==> src/rtl/dump_if.sv <==
// Dump handshake bundle between the capture unit, command processor, UART TX and dump_sender.
// Handshake: send_dump is a level that holds ram_rdata valid until the one-cycle dump_sent pulse that closes the transfer.
interface dump_if #(
    parameter int DATA_W = 8,
    parameter int CNT_W  = 10
);
    logic              dump_req;
    logic              start_dump;
    logic              send_dump;
    logic [DATA_W-1:0] ram_rdata;
    logic              dump_sent;
    logic              dump_finished;
    logic [DATA_W-1:0] tx_data;
    logic              tx_start;
    logic              tx_done;
    logic              busy;
    logic              done;
    logic              error;
    logic [CNT_W-1:0]  byte_cnt;

    modport slave (
        input  dump_req, send_dump, ram_rdata, dump_finished, tx_done,
        output start_dump, dump_sent, tx_data, tx_start, busy, done, error, byte_cnt
    );

    modport master (
        output dump_req, send_dump, ram_rdata, dump_finished, tx_done,
        input  start_dump, dump_sent, tx_data, tx_start, busy, done, error, byte_cnt
    );
endinterface

==> src/rtl/dump_sender.sv <==
// Consumer end of the capture dump: forwards each offered RAM byte to the UART and
// closes the dump with an ACK byte, or a NAK byte if the capture unit stalls.
module dump_sender #(
    parameter int                 DATA_W   = 8,
    parameter int                 CNT_W    = 10,
    parameter int                 TIMEOUT  = 4096,
    parameter logic [DATA_W-1:0]  ACK_BYTE = 8'hA5,
    parameter logic [DATA_W-1:0]  NAK_BYTE = 8'hEE
) (
    input  logic       clk,
    input  logic       rst,
    dump_if.slave      bus,
    output logic [2:0] dbg_state
);
    localparam int TMR_W = (TIMEOUT > 2) ? $clog2(TIMEOUT) : 1;
    localparam logic [TMR_W-1:0] TMR_LAST = TMR_W'(TIMEOUT - 1);

    typedef enum logic [2:0] {
        IDLE      = 3'd0,
        WAIT_DATA = 3'd1,
        TX_WAIT   = 3'd2,
        ACK_WAIT  = 3'd3,
        NAK_WAIT  = 3'd4
    } state_t;

    state_t           state;
    logic [TMR_W-1:0] timer;

    assign dbg_state = state;

    always_ff @(posedge clk) begin
        if (rst) begin
            state          <= IDLE;
            timer          <= '0;
            bus.start_dump <= 1'b0;
            bus.dump_sent  <= 1'b0;
            bus.tx_start   <= 1'b0;
            bus.tx_data    <= '0;
            bus.busy       <= 1'b0;
            bus.done       <= 1'b0;
            bus.error      <= 1'b0;
            bus.byte_cnt   <= '0;
        end else begin
            bus.start_dump <= 1'b0;
            bus.dump_sent  <= 1'b0;
            bus.tx_start   <= 1'b0;
            bus.done       <= 1'b0;
            bus.error      <= 1'b0;

            case (state)
                IDLE: begin
                    if (bus.dump_req) begin
                        bus.start_dump <= 1'b1;
                        bus.busy       <= 1'b1;
                        bus.byte_cnt   <= '0;
                        timer          <= '0;
                        state          <= WAIT_DATA;
                    end
                end

                WAIT_DATA: begin
                    // While dump_sent is high the capture unit may still show the old
                    // send_dump level, so it is masked for that one cycle.
                    if (bus.dump_finished) begin
                        bus.tx_data  <= ACK_BYTE;
                        bus.tx_start <= 1'b1;
                        state        <= ACK_WAIT;
                    end else if (bus.send_dump && !bus.dump_sent) begin
                        bus.tx_data  <= bus.ram_rdata;
                        bus.tx_start <= 1'b1;
                        state        <= TX_WAIT;
                    end else if (timer == TMR_LAST) begin
                        bus.tx_data  <= NAK_BYTE;
                        bus.tx_start <= 1'b1;
                        state        <= NAK_WAIT;
                    end else begin
                        timer <= timer + TMR_W'(1);
                    end
                end

                TX_WAIT: begin
                    if (bus.tx_done) begin
                        bus.dump_sent <= 1'b1;
                        if (bus.byte_cnt != {CNT_W{1'b1}})
                            bus.byte_cnt <= bus.byte_cnt + CNT_W'(1);
                        timer <= '0;
                        state <= WAIT_DATA;
                    end
                end

                ACK_WAIT: begin
                    if (bus.tx_done) begin
                        bus.done <= 1'b1;
                        bus.busy <= 1'b0;
                        state    <= IDLE;
                    end
                end

                NAK_WAIT: begin
                    if (bus.tx_done) begin
                        bus.error <= 1'b1;
                        bus.busy  <= 1'b0;
                        state     <= IDLE;
                    end
                end

                default: state <= IDLE;
            endcase
        end
    end
endmodule

==> src/flat_wrapper.sv <==
// flat-port wrapper written by rule: the top's interface ports become plain ports
module dump_sender_flat 
#(
    parameter int                 DATA_W   = 8,
    parameter int                 CNT_W    = 10,
    parameter int                 TIMEOUT  = 4096,
    parameter logic [DATA_W-1:0]  ACK_BYTE = 8'hA5,
    parameter logic [DATA_W-1:0]  NAK_BYTE = 8'hEE
)
  (clk, rst, dbg_state, bus_dump_req, bus_send_dump, bus_ram_rdata, bus_dump_finished, bus_tx_done, bus_start_dump, bus_dump_sent, bus_tx_data, bus_tx_start, bus_busy, bus_done, bus_error, bus_byte_cnt);
  dump_if #(.DATA_W(DATA_W), .CNT_W(CNT_W)) bus_i ();
  input  logic clk;
  input  logic rst;
  output logic [2:0] dbg_state;
  input wire logic [$bits(bus_i.dump_req)-1:0] bus_dump_req;
  input wire logic [$bits(bus_i.send_dump)-1:0] bus_send_dump;
  input wire logic [$bits(bus_i.ram_rdata)-1:0] bus_ram_rdata;
  input wire logic [$bits(bus_i.dump_finished)-1:0] bus_dump_finished;
  input wire logic [$bits(bus_i.tx_done)-1:0] bus_tx_done;
  output wire logic [$bits(bus_i.start_dump)-1:0] bus_start_dump;
  output wire logic [$bits(bus_i.dump_sent)-1:0] bus_dump_sent;
  output wire logic [$bits(bus_i.tx_data)-1:0] bus_tx_data;
  output wire logic [$bits(bus_i.tx_start)-1:0] bus_tx_start;
  output wire logic [$bits(bus_i.busy)-1:0] bus_busy;
  output wire logic [$bits(bus_i.done)-1:0] bus_done;
  output wire logic [$bits(bus_i.error)-1:0] bus_error;
  output wire logic [$bits(bus_i.byte_cnt)-1:0] bus_byte_cnt;
  assign bus_i.dump_req = bus_dump_req;
  assign bus_i.send_dump = bus_send_dump;
  assign bus_i.ram_rdata = bus_ram_rdata;
  assign bus_i.dump_finished = bus_dump_finished;
  assign bus_i.tx_done = bus_tx_done;
  assign bus_start_dump = bus_i.start_dump;
  assign bus_dump_sent = bus_i.dump_sent;
  assign bus_tx_data = bus_i.tx_data;
  assign bus_tx_start = bus_i.tx_start;
  assign bus_busy = bus_i.busy;
  assign bus_done = bus_i.done;
  assign bus_error = bus_i.error;
  assign bus_byte_cnt = bus_i.byte_cnt;
  dump_sender #(.DATA_W(DATA_W), .CNT_W(CNT_W), .TIMEOUT(TIMEOUT), .ACK_BYTE(ACK_BYTE), .NAK_BYTE(NAK_BYTE)) u_core (.clk(clk), .rst(rst), .bus(bus_i), .dbg_state(dbg_state));
endmodule
==> config.mk <==
export PLATFORM = sky130hd
export DESIGN_NAME = dump_sender_flat
export DESIGN_NICKNAME = d
export VERILOG_FILES = /design/src/rtl/dump_if.sv /design/src/rtl/dump_sender.sv /design/src/flat_wrapper.sv
export SDC_FILE = /design/constraint.sdc
export NUM_CORES = 1
export LEC_CHECK = 0
export CAP_MARGIN = 20
export CORE_MARGIN = 2
export CORE_UTILIZATION = 40
export CTS_CLUSTER_DIAMETER = 30
export DETAILED_ROUTE_END_ITERATION = 6
export PLACE_DENSITY = 0.64
export SLEW_MARGIN = 30
export SYNTH_ARGS = -nofsm -noshare
export SYNTH_HDL_FRONTEND = slang
export SYNTH_SLANG_ARGS = --single-unit
==> constraint.sdc <==
create_clock -name clk -period 3.4 [get_ports clk]
set_input_delay 0.34 -clock clk [delete_from_list [all_inputs] [get_ports clk]]
set_output_delay 0.34 -clock clk [all_outputs]
set_load 0.05 [all_outputs]
==> impl_results.md <==
* Top-count cell post-synth: dfxtp_1
* Starting Density at 42.01%
* Worst Clk Skew at between 0.003 and 0.004 ns
* # DRC at 0
* Synth Net Count at 247
* WL/cell at 14.56 um
* NetSw at 0.0004704 W
* CTS tree: yes
* Setup Fix Bufs, Post-CTS at 0
* DRT Pass-1 Iters at 4
* Dpl hpwl at ~3.5 mm
* N_diodes at 0
* WP data arrival at 2.47 ns
* Peak VDD IR at 0.1759 mV
* CTS buffer count at 5
* Reg2reg end: u_core.timer[2]
* Largest net degree at the start of global routing at 16
* Nets at about 290
* Min-Delay Endpoint: u_core.timer[11]
* HP Class: flop to flop
* Int Pwr at around 0.00084 W
* Reg2reg start: u_core.timer[0]
* DIE HEIGHT at ~75 um
* Max Cap Viol at 0
* Remaining Overflow, GRT at 0
* Number of fill cells at 466
* Pleak at 0.8336 nW
* DR vias/cell at between 5 and 6
* Synth-to-layout area growth at 28.44%
* CP endpoint kind: flop
* Warnings, synthesis at 0
* Post-Synth XOR/XNOR Area at 0%
* WS Path Type: flop to flop
* Synth Flop Type: dfxtp_1
* Async S/R FF share, synth at 0%
* CTS Hold Bufs at 0
* Reg2Reg Setup Slack at approximately 1.1 ns
* Synth unique cells at 57
* Final worst path period need at about 2.3 ns
* First-pass GRT wire length at between 8 and 9 mm
* Status: completed
* Avg Cell Area, Syn at between 8 and 9 um^2
* RSZ-0062 raised after global routing: false
* Critical Path Max Stage Delay at ~0.8 ns
* Setup violators final at 0
* Simple-gate share of the synthesized area at ~31%
* Cell accounting for the most synthesized area: dfxtp_1
* Multiplexer share of the synthesized area at 3.049%
* Fin crit share at about two thirds
* Max FO, Critical Path at 10
* Layout cells sized above 1 at a little over 9%
* GRT Util Overall at around a fifth
* Sink Count at 39
* Synthesized area at between 2000 and 2500 um^2
* Sw Ratio at a little over a third
* Initial antenna violation count at 0
* Std-Cell Rows at 25
* Fmax at about 440 MHz
* Power per cell area at 508.1 nW/um^2
* CP Cell Sequence: ha_1 > nand3_2 > or4_1 > and4b_1 > a311o_1
* Synth area leaders: dfxtp_1 39%, nand2_1 4.3%, nand3_1 4.0%
* Actual slew at the worst max-slew pin at about 0.67 ns
* Vias at between 1500 and 2000
* EDFF count, synth at 0
* Part of the power in registers at roughly two fifths
* Setup total negative slack at 0 ns
* Bufs on Longest Clock Path at 2
* Worst Path Required at 3.58 ns
* Die area at approximately 5600 um^2
* Remaining antenna violation count at 0
* Post-synthesis cell count at between 200 and 250
* Clock-pin slew on the worst setup and hold paths at about 0.07 ns
* Commonest cells post-synth: 39 x dfxtp_1, 23 x nand2_1, 16 x nand3_1
* Gate power share at 32.8%
* Slew headroom at 54.66%
* Drt initial violations at 116
* Register area share after synthesis at slightly below 40%
* Hold Crit Depth at 1
* Final wirelength at ~5.0 mm
* RePlAce Congestion at between 0.8 and 0.9
* Worst setup SP type: flop
* R2R depth at 5
* Post-synthesis compound-gate area fraction at 21.03%
* Combinational family with the most area after synthesis: simple AND/OR/NAND/NOR gates
* Insertion delay to the later sink of the worst-skew pair at 0.29 ns
* Synth Area in Adders at about 1.2%
* CP max stage cell: or4_1
* CTS root buf: clkbuf_8
* Seq cells post-synth at 39
* Final Core Density at between 50% and 60%
* Final Hold Vio Count at 0
* Chip width at approximately 75 um
* Core Footprint at around 4800 um^2
* Vias in the first global route at ~1700
* Share of the synthesized area in the top cell type at around 39%
* PortBufs at 40
* H-tree levels at 2
* Max-slew violations at 0
* Top Ports at between 40 and 50
* Clock power frac at between 20 and 30%
* HP Start: u_core.timer[11]
* Post-cts sizing count at 0
## critical path, delay by kind of cell, from the launching register on
kind	cells	cell delay (ns)
AND/OR/NAND/NOR	3	1.23
flip-flops	1	0.37
AO/OA/AOI/OAI	1	0.31
adder cells (fa/ha/maj)	1	0.27
## cell families after synthesis
logic type / count (synthesis)
AO/OA/AOI/OAI: 58
adder cells (fa/ha/maj): 2
buffers and inverters: 21
flip-flops: 39
multiplexers: 6
AND/OR/NAND/NOR: 105
## final cells by class
cell class | count | area, um^2 | area share, %
multi-input combinational | 171 | 1139 | 44.09
clock buffer | 8 | 100.1 | 3.876
inverter | 9 | 33.78 | 1.308
sequential | 39 | 780.7 | 30.23
tap | 67 | 83.83 | 3.246
timing repair buffer | 46 | 445.4 | 17.25
## stage by stage
stage                     std cells  total power (W)  worst slack [ns]  instance area [um^2]  hold WS (ns)
after floorplan                 231        0.0008531             1.277                  2011        0.4302
after global placement          332        0.0009805             1.060                  2482        0.4576
after detailed placement        332        0.0009841            0.9836                  2482        0.4619
after CTS                       340         0.001328             1.108                  2582        0.4768
after global routing            340         0.001383             1.007                  2582        0.5152
final                           340         0.001312             1.111                  2582        0.4740
## routing by layer
metal  part of all wire, %  vias up  GRT usage, %  wire length, um
li1                      -      969             -                -
met1                    51      921         26.82             2527
met3                   3.9        6         4.418              192
met4                   1.2        0         7.540               59
met2                    44       43         27.00             2171
met5                     0        -             0                0
## power groups by stage
| stage | Combinational (W) | Sequential [W] | Clock [W] |
|---|---|---|---|
| 2_1_floorplan | 0.000197 | 0.000656 | 0 |
| 3_3_place_gp | 0.000428 | 0.000552 | 0 |
| 3_5_place_dp | 0.000432 | 0.000552 | 0 |
| 4_1_cts | 0.000433 | 0.000542 | 0.000353 |
| 5_1_grt | 0.000464 | 0.000549 | 0.000369 |
| 6_report | 0.000430 | 0.000542 | 0.000340 |
## layout by cell type, fill, tap and decap left out, drive strengths merged, types with 3 or more instances in the layout
cell type       n
a21oi          13
a31oi           8
and3            3
buf             6
clkbuf          8
clkdlybuf4s50  40
dfxtp          39
inv             9
mux2i           5
nand2          23
nand2b          4
nand3          17
nand4           3
nor2           10
nor3            6
nor4            6
nor4b           4
o21ai          10
o221a           7
or2             4
or3             5
or3b            3
or4             8
or4b            3
## registers in the layout, indices dropped and copies added (netlist names), 3 cells and up
name	cells
u_core.timer	12
u_core.bus.tx_data	8
u_core.dbg_state	3
u_core.bus.byte_cnt	10
## worst max path at each step
stage                                 from                      to  slack (ns)
CTS                        u_core.timer[0]         u_core.timer[2]        1.11
finish                     u_core.timer[0]         u_core.timer[2]        1.11
global route               u_core.timer[1]         u_core.timer[2]        1.01
global placement                       rst        u_core.timer[10]        1.06
floorplan           u_core.bus.byte_cnt[0]  u_core.bus.byte_cnt[8]        1.28
detailed placement                     rst        u_core.timer[10]        0.98
No activity file was read; power rests on OpenSTA's default activity.
